### config.mk
export PLATFORM = sky130hd
export DESIGN_NAME = aac_row_sequencer
export DESIGN_NICKNAME = d
export VERILOG_FILES = /design/src/rtl/aac_row_sequencer.sv
export SDC_FILE = /design/constraint.sdc
export NUM_CORES = 1
export LEC_CHECK = 0
export BUFFER_PORTS_ARGS = -buffer_cell sky130_fd_sc_hd__buf_4
export CAP_MARGIN = 0
export CORE_ASPECT_RATIO = 1.75
export CORE_UTILIZATION = 53
export CTS_BUF_LIST = sky130_fd_sc_hd__clkbuf_16
export CTS_CLUSTER_DIAMETER = 60
export DETAILED_ROUTE_END_ITERATION = 12
export GPL_TIMING_DRIVEN = 0
export PLACE_DENSITY = 0.86
export SETUP_SLACK_MARGIN = 0.15
export SLEW_MARGIN = 30
export SYNTH_ARGS = -nofsm -noshare
export SYNTH_HDL_FRONTEND = slang
export SYNTH_SLANG_ARGS = --single-unit
### constraint.sdc
create_clock -name clk -period 5.65 [get_ports clk]
set_input_delay 1.13 -clock clk [delete_from_list [all_inputs] [get_ports clk]]
set_output_delay 1.13 -clock clk [all_outputs]
set_load 0.01 [all_outputs]
### src/rtl/aac_row_sequencer.sv
// Row sequencer for the 12+12 split adder-accumulator: streams products in, captures row sums out.
// Optional AAC_ROWTAG_EN adds res_row, the row index of the held result.
module aac_row_sequencer #(
    parameter int unsigned DATA_W = 24,
    parameter int unsigned LEN_W  = 8,
    parameter int unsigned ROW_W  = 8
) (
    input  logic              clk,
    input  logic              reset_n,
    input  logic              start,
    input  logic [LEN_W-1:0]  cfg_len,
    input  logic [ROW_W-1:0]  cfg_rows,
    output logic              busy,
    output logic              done,
    input  logic              in_valid,
    output logic              in_ready,
    input  logic [DATA_W-1:0] in_data,
    output logic              acc_aac,
    output logic [DATA_W-1:0] acc_a,
    input  logic [DATA_W-1:0] acc_out,
    output logic              res_valid,
    input  logic              res_ready,
`ifdef AAC_ROWTAG_EN
    output logic [ROW_W-1:0]  res_row,
`endif
    output logic [DATA_W-1:0] res_data
);

    typedef enum logic [1:0] {
        S_IDLE  = 2'd0,
        S_ACCUM = 2'd1,
        S_CAPT  = 2'd2
    } state_t;

    state_t             r_state;
    state_t             w_next;
    logic [LEN_W-1:0]   r_col_cnt;
    logic [LEN_W-1:0]   r_last_col;
    logic [LEN_W-1:0]   w_col_nxt;
    logic [ROW_W-1:0]   r_row_cnt;
    logic [ROW_W-1:0]   r_last_row;
    logic               r_done;
    logic               r_res_valid;
    logic [DATA_W-1:0]  r_res_data;
    logic               w_capture;
    logic               w_last_row;
    logic               w_take_beat;
`ifdef AAC_ROWTAG_EN
    logic [ROW_W-1:0]   r_res_row;
`endif

    assign w_last_row = (r_row_cnt == r_last_row);

    // Next state and accumulator drive; a CAPT cycle that frees a row also accepts the next row's first beat
    always_comb begin
        w_next      = r_state;
        w_col_nxt   = r_col_cnt;
        w_capture   = 1'b0;
        w_take_beat = 1'b0;
        in_ready    = 1'b0;
        acc_aac     = 1'b0;
        acc_a       = '0;
        case (r_state)
            S_IDLE: begin
                if (start) begin
                    w_next = S_ACCUM;
                end
            end
            S_ACCUM: begin
                in_ready    = 1'b1;
                acc_aac     = 1'b1;
                w_take_beat = in_valid;
            end
            S_CAPT: begin
                acc_aac = 1'b1;
                if (!r_res_valid || res_ready) begin
                    w_capture = 1'b1;
                    if (w_last_row) begin
                        w_next = S_IDLE;
                    end else begin
                        w_next      = S_ACCUM;
                        in_ready    = 1'b1;
                        w_take_beat = in_valid;
                    end
                end
            end
            default: begin
                w_next = S_IDLE;
            end
        endcase

        if (w_take_beat) begin
            acc_a   = in_data;
            acc_aac = (r_col_cnt != '0);
            if (r_col_cnt == r_last_col) begin
                w_col_nxt = '0;
                w_next    = S_CAPT;
            end else begin
                w_col_nxt = r_col_cnt + 1'b1;
            end
        end
    end

    always_ff @(posedge clk or negedge reset_n) begin
        if (!reset_n) begin
            r_state <= S_IDLE;
        end else begin
            r_state <= w_next;
        end
    end

    // Job configuration and counters; cfg value 0 wraps to all-ones, encoding the full 2^W count
    always_ff @(posedge clk or negedge reset_n) begin
        if (!reset_n) begin
            r_col_cnt  <= '0;
            r_row_cnt  <= '0;
            r_last_col <= '0;
            r_last_row <= '0;
        end else if (r_state == S_IDLE) begin
            if (start) begin
                r_last_col <= LEN_W'(cfg_len - 1'b1);
                r_last_row <= ROW_W'(cfg_rows - 1'b1);
                r_col_cnt  <= '0;
                r_row_cnt  <= '0;
            end
        end else begin
            r_col_cnt <= w_col_nxt;
            if (w_capture) begin
                r_row_cnt <= r_row_cnt + 1'b1;
            end
        end
    end

    // Result register: a new capture wins over a same-cycle read
    always_ff @(posedge clk or negedge reset_n) begin
        if (!reset_n) begin
            r_res_valid <= 1'b0;
            r_res_data  <= '0;
            r_done      <= 1'b0;
`ifdef AAC_ROWTAG_EN
            r_res_row   <= '0;
`endif
        end else begin
            r_done <= w_capture && w_last_row;
            if (w_capture) begin
                r_res_valid <= 1'b1;
                r_res_data  <= acc_out;
`ifdef AAC_ROWTAG_EN
                r_res_row   <= r_row_cnt;
`endif
            end else if (res_ready) begin
                r_res_valid <= 1'b0;
            end
        end
    end

    assign busy      = (r_state != S_IDLE);
    assign done      = r_done;
    assign res_valid = r_res_valid;
    assign res_data  = r_res_data;
`ifdef AAC_ROWTAG_EN
    assign res_row   = r_res_row;
`endif

endmodule

==> results.ini, run 1 <==
[status]
status=finished clean

[setup_path]
startpoint=res_ready
rrSetupSlack_ns=3.30
crit_chain=buf_4 > nand2b_1 > nand2_1 > a21oi_1 > o21ba_2 > buf_2 > and2_1 > buf_4
r2r_cells=7
end_kind=output port
cpMostUsedCell=buf_4
path_class=primary input to output port
cp-start-kind=primary input
crit_fanout=10
critical_path.top_delay_family=simple AND/OR/NAND/NOR gates
cp-endpoint=acc_a[8]
arrival_ns=2.47
cp_slowest_cell=o21ba_2
required_ns=4.52
r2r-start=r_state[0]$_DFF_PN0_
rr_endpoint=r_row_cnt[7]$_DFFE_PN0P_
path_buf_inv=3
cpPeakStageDelay_ns=0.26
crit_cells=8

[clocking]
post_cts_buffers=0
cts_root_buffer=clkbuf_16
clkTransAtPathRegs_ns=0.05
clk_latency_ns=0.33
cts.sinks=60
post_cts_resized=0
cts_tree=yes
htreeDepth=3
hold_buffers=0
clock_path_buffers=2
cts_buffers=9

[layout]
fin_util_pct=76.3
drive_gt1_share_pct=37.8
fill_cells=421
final_area_um2=4450
nets=520
diodes=0
syn_to_final_growth_pct=39.3

[timing]
grt_setup_unrepaired=no
setup_tns_ns=0
fin_skew_ns=0.00611
finalWorstSetupSlack_ns=2.05
slew_headroom_pct=49.6
worst_pin_slew_ns=0.757
setup_viol=0
fin_crit_sh_pct=63.7
fmax_mhz=278
hold_viol=0
layout_min_cycle_time_ns=3.60
drv_slew=0

[logic_synthesis]
ys.flop_type=dfrtp_1
synth_seq_cells=60
syn_inst=309
avgSynthCellArea_um2=10.3
synth_area_leaders=dfrtp_1, mux2_2, xor2_1
synth_cell_types=44
synth_edf_count=0
ys_async_sr_fraction_pct=100
yosysWarnings=0
yosys-top-cells-count=dfrtp_1, nand2_1, and2_1, mux2_2, o21ai_0
yosysTopAreaCellShare_pct=47.0
synth_top_area_cell=dfrtp_1
yosysMostFrequentCell=dfrtp_1
synth.yosys.seq_area_share_pct=47.0
synth_nets=388
syn_area_um2=3200

[routing]
totalWireLength_um=8300
drt_pre_antenna_iters=4
viasPerCell=5.46
num_vias=2853
ant_nets=0
drt_iter0_drc=84
avgRoutedWirePerCell_um=15.9
drc=0

[global_route]
overflow=0
grt_max_degree=61
grt_pass1_vias=2994
antenna_found_initial=0
grt_busiest_layer=met2
grt_pass1_wl_um=13400
use_met3_pct=9.53
track_usage_pct=29.3
grtUsageMet2_pct=53.9
grt_use_met1_pct=26.2

[power]
power.density_nw_per_um2=492
vdd_drop_max_mv=0.344
p_leak_nw=2.17
p_total_w=0.00219

[die]
start_util_pct=54.8
die-area_um2=6360
die_h_um=105
fp.coreArea_um2=5830
io_pins=122
die_w_um=60.7
num_rows=37

[place]
post-dp-hpwl_um=6210
placed_area_um2=4200
globalplace.congestion=0.840
numPortBuffers=121
pre_cts_slack_ns=2.06

[job]
cap_violations=0

[worst_hold_path]
hold_path_class=flop to flop

## logic make-up (layout without fill, tap and decap cells)
family,after synthesis,in the layout,synth area share [%]
buffers and inverters,26,162,3.48
flip-flops,60,60,47.0
AO/OA/AOI/OAI,52,52,10.6
AND/OR/NAND/NOR,103,103,17.1
multiplexers,26,26,9.12
adder cells (fa/ha/maj),10,10,3.92
XOR/XNOR,32,32,8.77
## cell usage in the layout, fill, tap and decap left out, types with 2 or more instances in the layout
cell type / instances
nor2_1: 13
mux2_2: 25
inv_1: 16
xor2_1: 21
xnor2_1: 11
nand4_1: 3
buf_4: 121
nor2b_1: 3
dfrtp_1: 60
nand2_1: 29
a31oi_1: 2
o2bb2ai_1: 3
buf_2: 5
ha_1: 10
clkinv_1: 4
a221oi_1: 2
nor3_1: 11
clkbuf_16: 9
o21ai_0: 24
and2_1: 26
clkbuf_1: 5
o221ai_1: 3
nand3_1: 6
nor4_1: 4
o21ai_1: 4
a21oi_1: 3
## report_power, final
part           leakage, nW  switching (W)  internal [W]
clock network        0.126       0.000178      0.000284
logic                 1.29       0.000504      0.000507
registers            0.752       0.000117      0.000601
total                 2.17       0.000799       0.00139
## sequential cells by signal (all words and copies together) (netlist names)
name / cells
done: 1
r_col_cnt: 8
r_last_col: 8
r_last_row: 8
r_row_cnt: 8
r_state: 2
res_data: 24
res_valid: 1
## worst min-delay path: stages, from the launching register on
cell and delay [ns]:
dfrtp_1 0.35, nand2_1 0.05, o21ai_0 0.06
## through the flow
stage | std cells | hold WS [ns]
after global routing | 523 | 0.527
after CTS | 523 | 0.503
after global placement | 508 | 0.484
final | 523 | 0.501
after floorplan | 309 | 0.469
after detailed placement | 508 | 0.494
## worst min path at each step
stage | startpoint | endpoint | slack, ns | depth (start not counted)
after floorplan | r_last_col[0]$_DFFE_PN0P_ | r_last_col[0]$_DFFE_PN0P_ | 0.47 | 2
after global placement | r_last_col[0]$_DFFE_PN0P_ | r_last_col[0]$_DFFE_PN0P_ | 0.48 | 2
after detailed placement | r_last_row[4]$_DFFE_PN0P_ | r_last_row[4]$_DFFE_PN0P_ | 0.49 | 2
after CTS | r_last_row[4]$_DFFE_PN0P_ | r_last_row[4]$_DFFE_PN0P_ | 0.50 | 2
after global routing | r_last_col[7]$_DFFE_PN0P_ | r_last_col[7]$_DFFE_PN0P_ | 0.53 | 2
final | r_last_row[4]$_DFFE_PN0P_ | r_last_row[4]$_DFFE_PN0P_ | 0.50 | 2
## cell type report
| class | count | area (um^2) | share of cell area [%] |
|---|---|---|---|
| inverters | 15 | 56.3 | 1.27 |
| well taps | 78 | 97.6 | 2.19 |
| plain buffers | 11 | 55.1 | 1.24 |
| clock inverters | 6 | 23.8 | 0.534 |
| clock buffers | 9 | 225 | 5.06 |
| repair buffers | 121 | 908 | 20.4 |
| flip-flops and latches | 60 | 1500 | 33.7 |
| multi-input cells | 223 | 1580 | 35.6 |
## per-layer routing
layer	wire length, um	vias to the layer above	share of wire [%]
met1	2610	1353	31
met3	656	26	7.9
met2	4710	145	57
li1	-	1329	-
met5	0	-	0
met4	320	0	3.9
Note: power is estimated with default switching activity, not from simulation.
==> run 2, diff against run 1 <==
CORE_UTILIZATION = 44   (was 53)
PLACE_DENSITY = 0.76   (was 0.86)
clock period = 2.9 ns   (was 5.65 ns; I/O delays follow)
==> results.ini, run 2 (synthesis results as in run 1) <==
[setup_path]
critical_path.top_delay_family=simple AND/OR/NAND/NOR gates
arrival_ns=2.12  ; -0.35 ns
r2r_cells=7  ; unchanged
path_buf_inv=2  ; -1
cp-start-kind=flop
cpPeakStageDelay_ns=0.43  ; +0.17 ns
rrSetupSlack_ns=0.68  ; -2.62 ns
path_class=flop to output port
end_kind=output port
rr_endpoint=r_row_cnt[7]$_DFFE_PN0P_
crit_fanout=10  ; unchanged
r2r-start=r_state[0]$_DFF_PN0_
crit_chain=xor2_2 > nor4_4 > a21oi_2 > o21ba_4 > buf_6 > and2_1 > buf_4
startpoint=r_row_cnt[7]$_DFFE_PN0P_
cp_slowest_cell=dfrtp_1
required_ns=2.32  ; -2.20 ns

[power]
p_seq_share_pct=31.9  ; -0.9 points
power.switching_w=0.00157  ; +97%
p_sw_share_pct=35.8  ; -0.64 points
vdd_drop_max_mv=0.592  ; +72%
p_total_w=0.00439  ; +100%
pwr-share-clk_pct=20.4  ; -0.7 points
p_leak_nw=2.23  ; +3.0%
power.internal_w=0.00282  ; +100%
comb_power_share_pct=47.6  ; +1.5 points
power.density_nw_per_um2=957  ; +94%

[job]
cap_violations=0  ; unchanged

[timing]
drv_slew=0  ; unchanged
fmax_mhz=370
slew_headroom_pct=49.4  ; -0.11 points
fin_hold_ws_ns=0.319  ; -0.182 ns
layout_min_cycle_time_ns=2.70
setup_viol=0  ; unchanged
grt_setup_unrepaired=yes
worst_pin_slew_ns=0.758  ; +0.00170 ns
fin_crit_sh_pct=93.2
setup_tns_ns=0  ; unchanged
fin_skew_ns=0.00586  ; -0.000252 ns
hold_viol=0  ; unchanged

[place]
dp_cells=514  ; +1.2%
globalplace.congestion=0.855  ; +1.8%
placed_area_um2=4210  ; +0.18%
post-dp-hpwl_um=6040  ; -2.7%
numPortBuffers=121  ; unchanged

[die]
num_rows=40  ; +8.1%
die-area_um2=7620  ; +20%
die_w_um=66.4  ; +9.4%
fp.coreArea_um2=6960  ; +19%
start_util_pct=45.9  ; -8.8 points
io_pins=122  ; unchanged
die_h_um=115  ; +9.6%

[layout]
drive_gt1_share_pct=42.0  ; +4.2 points
layout.cells.most_common=buf_4
largest_reg_flops=24  ; unchanged
final_area_um2=4590  ; +3.1%
instances_no_fill=539  ; +3.1%
diodes=0  ; unchanged
syn_to_final_growth_pct=43.6
final_cell_mix=buf_4, dfrtp_1, nand2_1
nets=530  ; +1.9%

[clocking]
htreeDepth=3  ; unchanged
clock_path_buffers=2  ; unchanged
cts_buffers=9  ; unchanged
cts.sinks=60  ; unchanged
cts_tree=yes
clkTransAtPathRegs_ns=0.05  ; about the same
clk_latency_ns=0.33  ; about the same
hold_buffers=0  ; unchanged
cts_root_buffer=clkbuf_16

[status]
status=finished clean

[routing]
num_vias=2872  ; +0.67%
drt_iter0_drc=56  ; -33%
avgRoutedWirePerCell_um=15.1  ; -5.1%
ant_nets=0  ; unchanged
drc=0  ; unchanged
drt_pre_antenna_iters=4  ; unchanged
viasPerCell=5.33  ; -2.3%
totalWireLength_um=8120  ; -2.2%

[global_route]
grt_pass1_wl_um=12600  ; -5.8%
antenna_found_initial=0  ; unchanged
grtUsageMet2_pct=43.3  ; -11 points
grt_use_met1_pct=20.8  ; -5.5 points
track_usage_pct=22.3  ; -6.9 points
grt_pass1_vias=2902  ; -3.1%
overflow=0  ; unchanged
grt_busiest_layer=met2
grt_max_degree=61  ; unchanged
use_met3_pct=5.06  ; -4.5 points

[worst_hold_path]
hold_path_class=primary input to asynchronous set/reset pin

-- run 2: layer usage --
layer	wire, um	vias up
li1	-	1354
met1	2630	1365
met2	4700	136
met3	574	17
met4	210	0
met5	0	-
-- run 2: power groups by stage --
stage          clock [W]  combinational, W  sequential, W
6_report        0.000897           0.00209        0.00140
5_1_grt         0.000945           0.00228        0.00144
4_1_cts         0.000912           0.00202        0.00140
3_5_place_dp           0           0.00195        0.00141
3_3_place_gp           0           0.00190        0.00139
2_1_floorplan          0           0.00105        0.00144
-- run 2: worst max path at each step --
| stage | end | slack, ns | depth (start not counted) |
|---|---|---|---|
| finish | acc_a[17] | 0.20 | 7 |
| global route | acc_a[9] | 0.12 | 7 |
| CTS | acc_a[11] | 0.16 | 7 |
| detailed placement | acc_a[11] | 0.38 | 7 |
| global placement | acc_a[11] | 0.41 | 8 |
| floorplan | acc_a[10] | 0.73 | 6 |
-- run 2: layout make-up --
type | count | area, um^2
fill | 556 | 2370
multi-input combinational | 223 | 1620
sequential | 60 | 1510
timing repair buffer | 131 | 983
clock buffer | 9 | 225
tap | 84 | 105
buffer | 11 | 62.6
inverter | 15 | 56.3
clock inverter | 6 | 26.3
-- run 2: repair_timing --
item                       CTS  global route
pin swaps                    2             5
setup endpoints to repair   18            18
hold endpoints to repair     0             0
setup buffers                2             8
resized for setup            4            12
-- run 2: worst register-to-register path: cells and delay by family (launching register included) --
kind / cells / cell delay, ns
AOI/OAI and AO/OA: 2 / 0.35
buffers and inverters: 2 / 0.32
DFF: 1 / 0.40
adders and majority gates: 1 / 0.20
and+or+nand+nor: 2 / 0.82
-- run 2: stage by stage --
step / setup slack [ns] / util [%]
detailed placement: 0.378 / 60.5
finish: 0.196 / 66.0
CTS: 0.158 / 64.6
global route: 0.123 / 66.0
floorplan: 0.726 / -
global placement: 0.409 / 60.5
